File: config.mk
export PLATFORM = sky130hd
export DESIGN_NAME = dr_alm_mult_arbiter
export DESIGN_NICKNAME = d
export VERILOG_FILES = /design/src/rtl/dr_alm_arb_pkg.sv /design/src/rtl/dr_alm_core.sv /design/src/rtl/dr_alm_rsp_fifo.sv /design/src/rtl/dr_alm_mult_arbiter.sv
export SDC_FILE = /design/constraint.sdc
export NUM_CORES = 1
export LEC_CHECK = 0
export BUFFER_PORTS_ARGS = -buffer_cell sky130_fd_sc_hd__buf_2
export CAP_MARGIN = 20
export CORE_AREA = 2 2 230 232
export CTS_CLUSTER_DIAMETER = 150
export DETAILED_ROUTE_END_ITERATION = 10
export DIE_AREA = 0 0 232 234
export GPL_ROUTABILITY_DRIVEN = 0
export PLACE_DENSITY_LB_ADDON = 0.15
export SYNTH_ARGS = -nofsm -noshare
export SYNTH_HDL_FRONTEND = slang
export SYNTH_SLANG_ARGS = --single-unit
File: constraint.sdc
create_clock -name i_clk -period 10.3 [get_ports i_clk]
set_clock_uncertainty 0.05 [all_clocks]
set_input_delay 1.03 -clock i_clk [delete_from_list [all_inputs] [get_ports i_clk]]
set_output_delay 1.03 -clock i_clk [all_outputs]
set_load 0.005 [all_outputs]
File: src/rtl/dr_alm_arb_pkg.sv
// Shared types and helpers for the DR-ALM multiplier arbiter: operand/result
// records and the round-robin grant search.
package dr_alm_arb_pkg;

  localparam int DATA_W   = 16;
  localparam int PROD_W   = 32;
  localparam int MAX_REQ  = 8;
  localparam int ID_MAX_W = 3;

  typedef struct packed {
    logic signed [DATA_W-1:0] a;
    logic signed [DATA_W-1:0] b;
    logic [ID_MAX_W-1:0]      id;
  } req_t;

  typedef struct packed {
    logic signed [PROD_W-1:0] z;
    logic [ID_MAX_W-1:0]      id;
  } rsp_t;

  // First valid requester strictly after ptr, wrapping modulo n.
  function automatic logic [MAX_REQ-1:0] rr_pick(input logic [MAX_REQ-1:0] valid,
                                                 input logic [ID_MAX_W-1:0] ptr,
                                                 input int n);
    logic [MAX_REQ-1:0] grant;
    logic [ID_MAX_W-1:0] idx;
    logic found;
    grant = '0;
    found = 1'b0;
    for (int k = 1; k <= MAX_REQ; k++) begin
      if (k <= n && !found) begin
        idx = ID_MAX_W'((int'(ptr) + k) % n);
        if (valid[idx]) begin
          grant[idx] = 1'b1;
          found      = 1'b1;
        end
      end
    end
    return grant;
  endfunction

endpackage

File: src/rtl/dr_alm_core.sv
// Combinational DR-ALM style approximate signed multiplier: log-domain add of
// truncated mantissas; exact whenever both operand magnitudes are powers of two.
module dr_alm_core #(
  parameter int DWIDTH      = 16,
  parameter int TRUNC_WIDTH = 3
) (
  input  logic signed [DWIDTH-1:0]   i_a,
  input  logic signed [DWIDTH-1:0]   i_b,
  output logic signed [2*DWIDTH-1:0] o_z
);

  localparam int FW = DWIDTH - 1;
  localparam int KW = $clog2(DWIDTH);

  // Returns {leading-one position, fraction}; dropped bits collapse to a half-LSB
  // only when nonzero so exact powers of two stay exact.
  function automatic logic [KW+FW-1:0] log_enc(input logic [DWIDTH-1:0] mag);
    logic [KW-1:0]     k;
    logic [DWIDTH-1:0] norm;
    logic [FW-1:0]     f;
    logic              sticky;
    k = '0;
    for (int i = 0; i < DWIDTH; i++) begin
      if (mag[i]) k = KW'(i);
    end
    norm   = mag << (KW'(FW) - k);
    f      = norm[FW-1:0];
    sticky = 1'b0;
    for (int i = 0; i < TRUNC_WIDTH; i++) begin
      sticky = sticky | f[i];
      f[i]   = 1'b0;
    end
    for (int i = 0; i < TRUNC_WIDTH; i++) begin
      if (i == TRUNC_WIDTH - 1) f[i] = sticky;
    end
    return {k, f};
  endfunction

  logic [DWIDTH-1:0]   mag_a, mag_b, mant;
  logic [KW-1:0]       k_a, k_b;
  logic [FW-1:0]       f_a, f_b;
  logic [FW:0]         f_sum;
  logic [KW:0]         k_sum, expo;
  logic [2*DWIDTH-1:0] mag_p;

  always_comb begin
    mag_a      = i_a[DWIDTH-1] ? (~i_a + 1'b1) : i_a;
    mag_b      = i_b[DWIDTH-1] ? (~i_b + 1'b1) : i_b;
    {k_a, f_a} = log_enc(mag_a);
    {k_b, f_b} = log_enc(mag_b);
    f_sum      = {1'b0, f_a} + {1'b0, f_b};
    k_sum      = {1'b0, k_a} + {1'b0, k_b};
    if (f_sum[FW]) begin
      mant = f_sum;
      expo = k_sum + 1'b1;
    end else begin
      mant = {1'b1, f_sum[FW-1:0]};
      expo = k_sum;
    end
    mag_p = (2*DWIDTH)'(((3*DWIDTH)'(mant) << expo) >> FW);
    if (mag_a == '0 || mag_b == '0) begin
      o_z = '0;
    end else if (i_a[DWIDTH-1] ^ i_b[DWIDTH-1]) begin
      o_z = ~mag_p + 1'b1;
    end else begin
      o_z = mag_p;
    end
  end

endmodule

File: src/rtl/dr_alm_rsp_fifo.sv
// Show-ahead result FIFO: head entry is presented straight from storage,
// push and pop may coincide at any occupancy including full.
module dr_alm_rsp_fifo #(
  parameter int DEPTH = 4,
  parameter int WIDTH = 35,
  localparam int CNT_W = $clog2(DEPTH + 1),
  localparam int PTR_W = (DEPTH > 1) ? $clog2(DEPTH) : 1
) (
  input  logic             i_clk,
  input  logic             i_rst,
  input  logic             i_push,
  input  logic [WIDTH-1:0] i_push_data,
  input  logic             i_pop,
  output logic [WIDTH-1:0] o_head,
  output logic             o_empty,
  output logic [CNT_W-1:0] o_count
);

  logic [WIDTH-1:0] mem_q [DEPTH];
  logic [PTR_W-1:0] wr_q, rd_q;
  logic [CNT_W-1:0] count_q;
  logic             full, do_pop;

  function automatic logic [PTR_W-1:0] ptr_next(input logic [PTR_W-1:0] p);
    return (p == PTR_W'(DEPTH - 1)) ? '0 : p + 1'b1;
  endfunction

  assign o_empty = (count_q == '0);
  assign full    = (count_q == CNT_W'(DEPTH));
  assign do_pop  = i_pop && !o_empty;
  assign o_head  = mem_q[rd_q];
  assign o_count = count_q;

  always_ff @(posedge i_clk) begin
    if (i_rst) begin
      wr_q    <= '0;
      rd_q    <= '0;
      count_q <= '0;
      for (int i = 0; i < DEPTH; i++) mem_q[i] <= '0;
    end else begin
      if (i_push) begin
        mem_q[wr_q] <= i_push_data;
        wr_q        <= ptr_next(wr_q);
      end
      if (do_pop) rd_q <= ptr_next(rd_q);
      case ({i_push, do_pop})
        2'b10:   count_q <= count_q + 1'b1;
        2'b01:   count_q <= count_q - 1'b1;
        default: count_q <= count_q;
      endcase
    end
  end

  a_no_overflow: assert property (@(posedge i_clk) disable iff (i_rst)
    !(i_push && full && !do_pop));

endmodule

File: src/rtl/dr_alm_mult_arbiter.sv
// Round-robin, credit-gated sharing of one DR-ALM multiplier among N_REQ
// requesters, with a stall-free pipeline feeding an in-order result FIFO.
module dr_alm_mult_arbiter
  import dr_alm_arb_pkg::*;
#(
  parameter int N_REQ       = 4,
  parameter int TRUNC_WIDTH = 3,
  parameter int PIPE_STAGES = 2,
  parameter int FIFO_DEPTH  = 4,
  localparam int ID_W = (N_REQ > 2) ? $clog2(N_REQ) : 1
) (
  input  logic                      i_clk,
  input  logic                      i_rst,
  input  logic [N_REQ-1:0]          i_req_valid,
  output logic [N_REQ-1:0]          o_req_ready,
  input  logic [N_REQ*DATA_W-1:0]   i_req_a,
  input  logic [N_REQ*DATA_W-1:0]   i_req_b,
  output logic                      o_rsp_valid,
  input  logic                      i_rsp_ready,
  output logic signed [PROD_W-1:0]  o_rsp_z,
  output logic [ID_W-1:0]           o_rsp_id,
  output logic                      o_busy
);

  localparam int CW = $clog2(FIFO_DEPTH + 1);

  logic [CW-1:0]            credits_q, credits_d, fifo_count, pipe_occ;
  logic [ID_MAX_W-1:0]      ptr_q, acc_id;
  logic [MAX_REQ-1:0]       valid_ext, grant_ext;
  logic                     accept, pop, push, rsp_valid, fifo_empty;
  logic signed [DATA_W-1:0] acc_a, acc_b;
  logic                     s1_valid_q;
  req_t                     s1_req_q;
  logic signed [PROD_W-1:0] core_z;
  rsp_t                     core_rsp, push_data, fifo_head;
  logic [$bits(rsp_t)-1:0]  head_bits;

  // Grant looks only at registered credits and pointer, never at the consumer.
  always_comb begin
    valid_ext            = '0;
    valid_ext[N_REQ-1:0] = i_req_valid;
    grant_ext = (credits_q != '0) ? rr_pick(valid_ext, ptr_q, N_REQ) : '0;
  end

  assign o_req_ready = grant_ext[N_REQ-1:0];
  assign accept      = |(o_req_ready & i_req_valid);

  always_comb begin
    acc_id = '0;
    acc_a  = '0;
    acc_b  = '0;
    for (int r = 0; r < N_REQ; r++) begin
      if (o_req_ready[r]) begin
        acc_id = ID_MAX_W'(r);
        acc_a  = i_req_a[DATA_W*r +: DATA_W];
        acc_b  = i_req_b[DATA_W*r +: DATA_W];
      end
    end
  end

  always_comb begin
    credits_d = credits_q;
    if (accept && !pop)      credits_d = credits_q - 1'b1;
    else if (!accept && pop) credits_d = credits_q + 1'b1;
  end

  always_ff @(posedge i_clk) begin
    if (i_rst) begin
      ptr_q      <= ID_MAX_W'(N_REQ - 1);
      credits_q  <= CW'(FIFO_DEPTH);
      s1_valid_q <= 1'b0;
      s1_req_q   <= '0;
    end else begin
      credits_q  <= credits_d;
      s1_valid_q <= accept;
      if (accept) begin
        ptr_q    <= acc_id;
        s1_req_q <= '{a: acc_a, b: acc_b, id: acc_id};
      end
    end
  end

  dr_alm_core #(
    .DWIDTH      (DATA_W),
    .TRUNC_WIDTH (TRUNC_WIDTH)
  ) u_core (
    .i_a (s1_req_q.a),
    .i_b (s1_req_q.b),
    .o_z (core_z)
  );

  assign core_rsp = '{z: core_z, id: s1_req_q.id};

  if (PIPE_STAGES == 1) begin : g_direct
    assign push      = s1_valid_q;
    assign push_data = core_rsp;
    assign pipe_occ  = CW'(s1_valid_q);
  end else begin : g_pipe
    logic [PIPE_STAGES-2:0] sv_q;
    rsp_t                   sd_q [PIPE_STAGES-1];

    always_ff @(posedge i_clk) begin
      if (i_rst) begin
        sv_q <= '0;
        for (int i = 0; i < PIPE_STAGES - 1; i++) sd_q[i] <= '0;
      end else begin
        sv_q[0] <= s1_valid_q;
        sd_q[0] <= core_rsp;
        for (int i = 1; i < PIPE_STAGES - 1; i++) begin
          sv_q[i] <= sv_q[i-1];
          sd_q[i] <= sd_q[i-1];
        end
      end
    end

    always_comb begin
      pipe_occ = CW'(s1_valid_q);
      for (int i = 0; i < PIPE_STAGES - 1; i++) pipe_occ = pipe_occ + CW'(sv_q[i]);
    end

    assign push      = sv_q[PIPE_STAGES-2];
    assign push_data = sd_q[PIPE_STAGES-2];
  end

  dr_alm_rsp_fifo #(
    .DEPTH (FIFO_DEPTH),
    .WIDTH ($bits(rsp_t))
  ) u_fifo (
    .i_clk       (i_clk),
    .i_rst       (i_rst),
    .i_push      (push),
    .i_push_data (push_data),
    .i_pop       (pop),
    .o_head      (head_bits),
    .o_empty     (fifo_empty),
    .o_count     (fifo_count)
  );

  assign fifo_head   = rsp_t'(head_bits);
  assign rsp_valid   = !fifo_empty;
  assign pop         = rsp_valid && i_rsp_ready;
  assign o_rsp_valid = rsp_valid;
  assign o_rsp_z     = fifo_head.z;
  assign o_rsp_id    = fifo_head.id[ID_W-1:0];
  assign o_busy      = (credits_q != CW'(FIFO_DEPTH));

  a_credit_range: assert property (@(posedge i_clk) disable iff (i_rst)
    credits_q <= CW'(FIFO_DEPTH));
  a_no_overissue: assert property (@(posedge i_clk) disable iff (i_rst)
    !(accept && credits_q == '0));
  a_credit_sum: assert property (@(posedge i_clk) disable iff (i_rst)
    int'(credits_q) + int'(pipe_occ) + int'(fifo_count) == FIFO_DEPTH);
  a_grant_onehot: assert property (@(posedge i_clk) disable iff (i_rst)
    $onehot0(grant_ext));
  a_head_id: assert property (@(posedge i_clk) disable iff (i_rst)
    !rsp_valid || int'(fifo_head.id) < N_REQ);

endmodule
Yosys cells after proc, flatten, opt, wreduce, memory -nomap -nowiden
Memory sizes are Yosys's and may differ from the RTL's. A register that Yosys moved wholly into a read port is not among the register bits.
Index checks and enable logic that the tools add are counted.

word-level totals
  input port bits = 135
  memories kept = 2
  bits in writable memories = 175
  output and inout bits = 40
  bits in registers = 49

memory list
  memory        depth  width  rd ports  clocked after memory_dff  wr ports  RTL line                    source
  u_fifo.mem_q  4      35     1         1                         4         dr_alm_rsp_fifo.sv:19       logic [WIDTH-1:0] mem_q [DEPTH];
  g_pipe.sd_q   1      35     1         0                         1         dr_alm_mult_arbiter.sv:100  rsp_t sd_q [PIPE_STAGES-1];

cells by class
  reduce and logical (&&, ||, !) cells = 25
  eq/ne operators = 5
  bitwise operators = 16
  multiplexer cells = 93
  shift operators = 3
  add/subtract/negate cells = 18
  order comparisons = 8

operator list
  kind                                                                           count
  16-bit 2-to-1 mux                                                              10
  4-bit 2-to-1 mux                                                               30
  35-bit 2-to-1 mux                                                              2
  35-bit OR reduction                                                            2
  32-bit 2-to-1 mux                                                              2
  16-bit by 5-bit << shifter with 47-bit output                                  1
  16-bit by 1-bit adder with 16-bit output (second input constant)               2
  32-bit by 1-bit adder with 32-bit output (second input constant)               1
  16-bit logical NOT                                                             2
  16-bit inverter                                                                2
  32-bit inverter                                                                1
  16-bit by 4-bit << shifter with 15-bit output                                  2
  1-bit 2-to-1 mux                                                               24
  3-bit 2-to-1 mux                                                               8
  15-bit by 15-bit adder with 16-bit output                                      1
  3-bit by 4-bit less-than comparator with 1-bit output (second input constant)  4
  2-bit 2-to-1 mux                                                               7
  1-bit binary-select mux with 3-bit select                                      4
  1-bit demux with 3-bit select                                                  4
  3-bit by 1-bit >= comparator with 1-bit output (second input constant)         4
  4-bit OR                                                                       3
  2-bit by 1-bit adder with 2-bit output (second input constant)                 4
  1-bit logical AND                                                              8
  2-bit OR reduction                                                             4
  21 further kinds                                                               36

Longest topological paths before layout
  depth after elaboration = 30
  mapped depth = 40
  mapped depth without buffers = 33

Hierarchy
From an unflattened synthesis, not the netlist that was laid out.

second synthesis, totals
  cell total of the unflattened synthesis = 1705
  area, all modules = 15990.3 µm²

by module, submodules not included
  module               area an instance (µm²)  times used  cells each
  dr_alm_rsp_fifo      6500.0                  1           384
  dr_alm_core          5570.3                  1           869
  dr_alm_mult_arbiter  3920.0                  1           452

Worst setup path after synthesis
OpenSTA, ideal clock, no wires.

  path kind = reg-to-reg
  from = register s1_req_q[5] (netlist bit)
  to = memory g_pipe.sd_q[0][27] (netlist bit)
  path slack = 2.633 ns
  arrival time = 7.496 ns
  library setup time = 0.121 ns
  required time = 10.129 ns
  stages on the path, launching flop included = 34
  cell sequence = dfxtp_1 -> clkbuf_1 -> nor4_1 -> nand4_1 -> or3_1 -> clkbuf_1 -> nand2_1 -> o21ai_0 -> a221oi_1 -> a21oi_1 -> a311oi_2 -> buf_2 -> mux2_2 -> mux2i_1 -> o21ai_0 -> ha_1 -> nand4_4 -> o21bai_2 -> or3_1 -> buf_6 -> nor3_4 -> buf_2 -> o31ai_1 -> a311oi_2 -> or3_1 -> and2_1 -> a21oi_1 -> nand2_1 -> ha_1 -> and4_1 -> nand3_1 -> clkbuf_1 -> o41ai_1 -> mux2_2

between the ends
  longest elaborated chain between the ends = 29
  elaborated cells between the ends (all ways) = 33

ends and longest elaborated chain
  element                                        RTL line                    source
  start, declared                                dr_alm_mult_arbiter.sv:33   req_t s1_req_q;
  start signal, assigned                         dr_alm_mult_arbiter.sv:78   s1_req_q <= '{a: acc_a, b: acc_b, id: acc_id};
  16-bit inverter                                dr_alm_core.sv:48           mag_b = i_b[DWIDTH-1] ? (~i_b + 1'b1) : i_b;
  16-bit by 1-bit adder with 16-bit output       dr_alm_core.sv:48
  16-bit 2-to-1 mux (*)                          dr_alm_core.sv:48
  2-bit 2-to-1 mux (2 in a row)                  dr_alm_core.sv:24           if (mag[i]) k = KW'(i);
  3-bit 2-to-1 mux (4 in a row)                  dr_alm_core.sv:24
  4-bit 2-to-1 mux (8 in a row)                  dr_alm_core.sv:24
  4-bit subtractor                               dr_alm_core.sv:26           norm = mag << (KW'(FW) - k);
  16-bit by 4-bit << shifter with 15-bit output  dr_alm_core.sv:26
  1-bit OR (2 in a row)                          dr_alm_core.sv:30           sticky = sticky | f[i];
  15-bit by 15-bit adder with 16-bit output      dr_alm_core.sv:51           f_sum = {1'b0, f_a} + {1'b0, f_b};
  5-bit 2-to-1 mux                               dr_alm_core.sv:53           if (f_sum[FW]) begin
  16-bit by 5-bit << shifter with 47-bit output  dr_alm_core.sv:60           mag_p = (2*DWIDTH)'(((3*DWIDTH)'(mant) << expo) >> FW);
  32-bit inverter                                dr_alm_core.sv:64           o_z = ~mag_p + 1'b1;
  32-bit by 1-bit adder with 32-bit output       dr_alm_core.sv:64
  32-bit 2-to-1 mux                              dr_alm_core.sv:63           end else if (i_a[DWIDTH-1] ^ i_b[DWIDTH-1]) begin
  32-bit 2-to-1 mux (*)                          dr_alm_core.sv:61           if (mag_a == '0 || mag_b == '0) begin
  35-bit 2-to-1 mux (no line) (*)                n/a
  end, declared                                  dr_alm_mult_arbiter.sv:100

Mark *: on every way between the ends. The rest lies on a longest branch, timed or not.

Final worst setup path
  from = register s1_req_q[5] (netlist bit)
  to = memory g_pipe.sd_q[0][33] (netlist bit)

The elaborated chain is that of the path after synthesis.

==> out/results.ini <==
[run_status]
outcome=completed

[logic_synthesis]
yosysSeqAreaShare_pct=37.5
synthArstFlopShare_pct=0
synth_nets=1820
synthCells=1649
synth_warnings=0
synth_top_area_share_pct=26.6
synth_edf_count=136
ys_seq_elements=220
syn_avg_cell_area_um2=9.31
ys.flop_type=edfxtp_1
yosys.area.top_type=edfxtp_1
ys_top_cells_by_count=nor2_1 (181), and2_1 (153), edfxtp_1 (136)
synth_area_mm2=0.0154
synth_most_common_cell=nor2_1
yosys-top-cells-area=edfxtp_1 (27%), dfxtp_1 (11%), and2_1 (6.2%)
synth_cell_types=107

[setup_path]
arrival_ns=9.58
crit_required_ns=10.66
rrSetupSlack_ns=1.08
cp_common_cell=or3_1
crit_path_max_fanout=14
critPathLaunchType=flip-flop
max_stage_delay_ns=0.77
crit_type=reg2reg
endpoint_kind=flip-flop
cpMaxStageDelayCell=a2111oi_1

[sta]
timing.fmax_ghz=0.108
drv_slew=0
finalCritPeriodShare_pct=89.5
finalHoldViolations=0
tightest_slew_ns=1.08
rsz0062_at_grt=no
min_period_ns=9.22
maxSlewHeadroom_pct=28.2
setup_tns_ns=0
setup_viol=0
worst_slack_ns=1.08

[route]
detail-route-antenna-nets=0
drt_iter0_markers=995
firstDrtPassIters=5
vias_per_cell=5.28
drc_errors=0
num_vias=13000
finalWirelength_um=44500
routedWlPerCell_um=18.1

[global_route]
overflow=0
grt_max_degree=70
antenna_found_initial=0
grt_pass1_vias=13000
grt_pass1_wl_um=71700
grt_use_total_pct=16.4

[clock_tree]
clk_pin_slew_ns=0.06
clk_latency_ns=0.53
cts.sinks=220
cts_hold_buf=0
postCtsSetupBuffers=0
cts_resized=0
clockBufferDepth=3
cts_tree=done
cts-htree-levels=1
cts_buffers=26
clock-root-buffer=clkbuf_16

[final_layout]
drive_above_1_share_pct=19.3
utilization_pct=34.0
regArea_mm2=0.00577
multi_input_area_mm2=0.00898
fin_nets=1931
area_growth_pct=15.3
antenna_cells=0
fillers=5382

[die]
die_y_um=234
core_area_mm2=0.0520
start_util_pct=29.5
std_cell_rows=84
dieWidth_um=232
ios=175
die-area_mm2=0.0543

[flow_run]
cap_violations=0

[placement]
io_buffers=174
place_hpwl_um=32200
preCtsSetupSlack_ns=1.25

[worst_hold_path]
hold_class=reg2reg

routing by layer:
layer	part of all wire, %	GRT usage (%)	vias up	wire [um]
li1	-	-	6418	-
met1	45	21.6	6281	20100
met2	49	28.7	278	21700
met3	4.1	1.84	61	1830
met4	2.0	3.93	0	876
met5	0	0	-	0
final cells by class:
| cell class | instances | area share (%) |
|---|---|---|
| tap | 688 | 4.86 |
| timing repair buffer | 199 | 6.05 |
| clock buffer | 39 | 4.30 |
| clock inverter | 9 | 0.537 |
| sequential | 220 | 32.6 |
| multi-input combinational | 1270 | 50.8 |
| inverter | 43 | 0.912 |
cell usage in the layout, fill, tap and decap left out, types with 24 or more instances in the layout:
cell,Yosys,final
a211oi_1,26,26
a21oi_1,81,81
mux4_2,36,36
xor2_1,43,42
edfxtp_1,136,136
nor2_1,181,179
clkbuf_16,0,27
mux2i_1,36,36
buf_4,3,24
and2_1,153,153
inv_1,43,43
nor3_1,42,41
ha_1,32,32
nand2_1,107,107
o21ai_0,79,79
buf_2,12,174
dfxtp_1,84,83
xnor2_1,28,28
nand3_1,37,37
a221oi_1,37,37
worst max-delay path, delay by kind of cell, from the launching register on:
kind	cells	cell delay, ns
AND/OR/NAND/NOR	15	4.08
AO/OA/AOI/OAI	10	3.44
adder cells (fa/ha/maj)	2	0.58
multiplexers	3	0.54
flip-flops	1	0.39
stage by stage:
stage | instances | area, um^2 | hold WS, ns
floorplan | 1649 | 15400 | 0.364
global placement | 2417 | 16800 | 0.372
detailed placement | 2418 | 16800 | 0.384
CTS | 2466 | 17700 | 0.396
global route | 2468 | 17700 | 0.415
finish | 2468 | 17700 | 0.394
kinds of logic (layout without fill, tap and decap cells):
| family | after synthesis | in the layout | share of synthesized area (%) |
|---|---|---|---|
| xor+xnor | 71 | 71 | 4.05 |
| mux | 82 | 82 | 8.46 |
| fa+ha+maj | 36 | 36 | 3.13 |
| flops | 220 | 220 | 37.5 |
| compound gates | 445 | 445 | 21.3 |
| simple gates | 636 | 636 | 21.4 |
| buf+inv | 159 | 290 | 4.21 |
worst paths after layout:
| path | start | endpoint | cells after the start |
|---|---|---|---|
| max | s1_req_q[5] | g_pipe.sd_q[0][33] | 30 |
| min | s1_valid_q | g_pipe.sv_q | 1 |
| max reg2reg | s1_req_q[5] | g_pipe.sd_q[0][33] | 30 |
| min reg2reg | s1_valid_q | g_pipe.sv_q | 1 |
state kept, by name, indices dropped and copies added, names as in the netlist, named ones only:
| register | flops |
|---|---|
| u_fifo.mem_q | 136 |
| g_pipe.sd_q | 34 |
| s1_req_q | 32 |
| credits_q | 3 |
| u_fifo.o_count | 3 |
| core_rsp | 2 |
| ptr_q | 2 |
| u_fifo.rd_q | 2 |
| u_fifo.wr_q | 2 |
| g_pipe.sv_q | 1 |
| s1_valid_q | 1 |
Power is not shown: default switching activity piles up to over one toggle a cycle in this logic, so the estimate is an artifact.
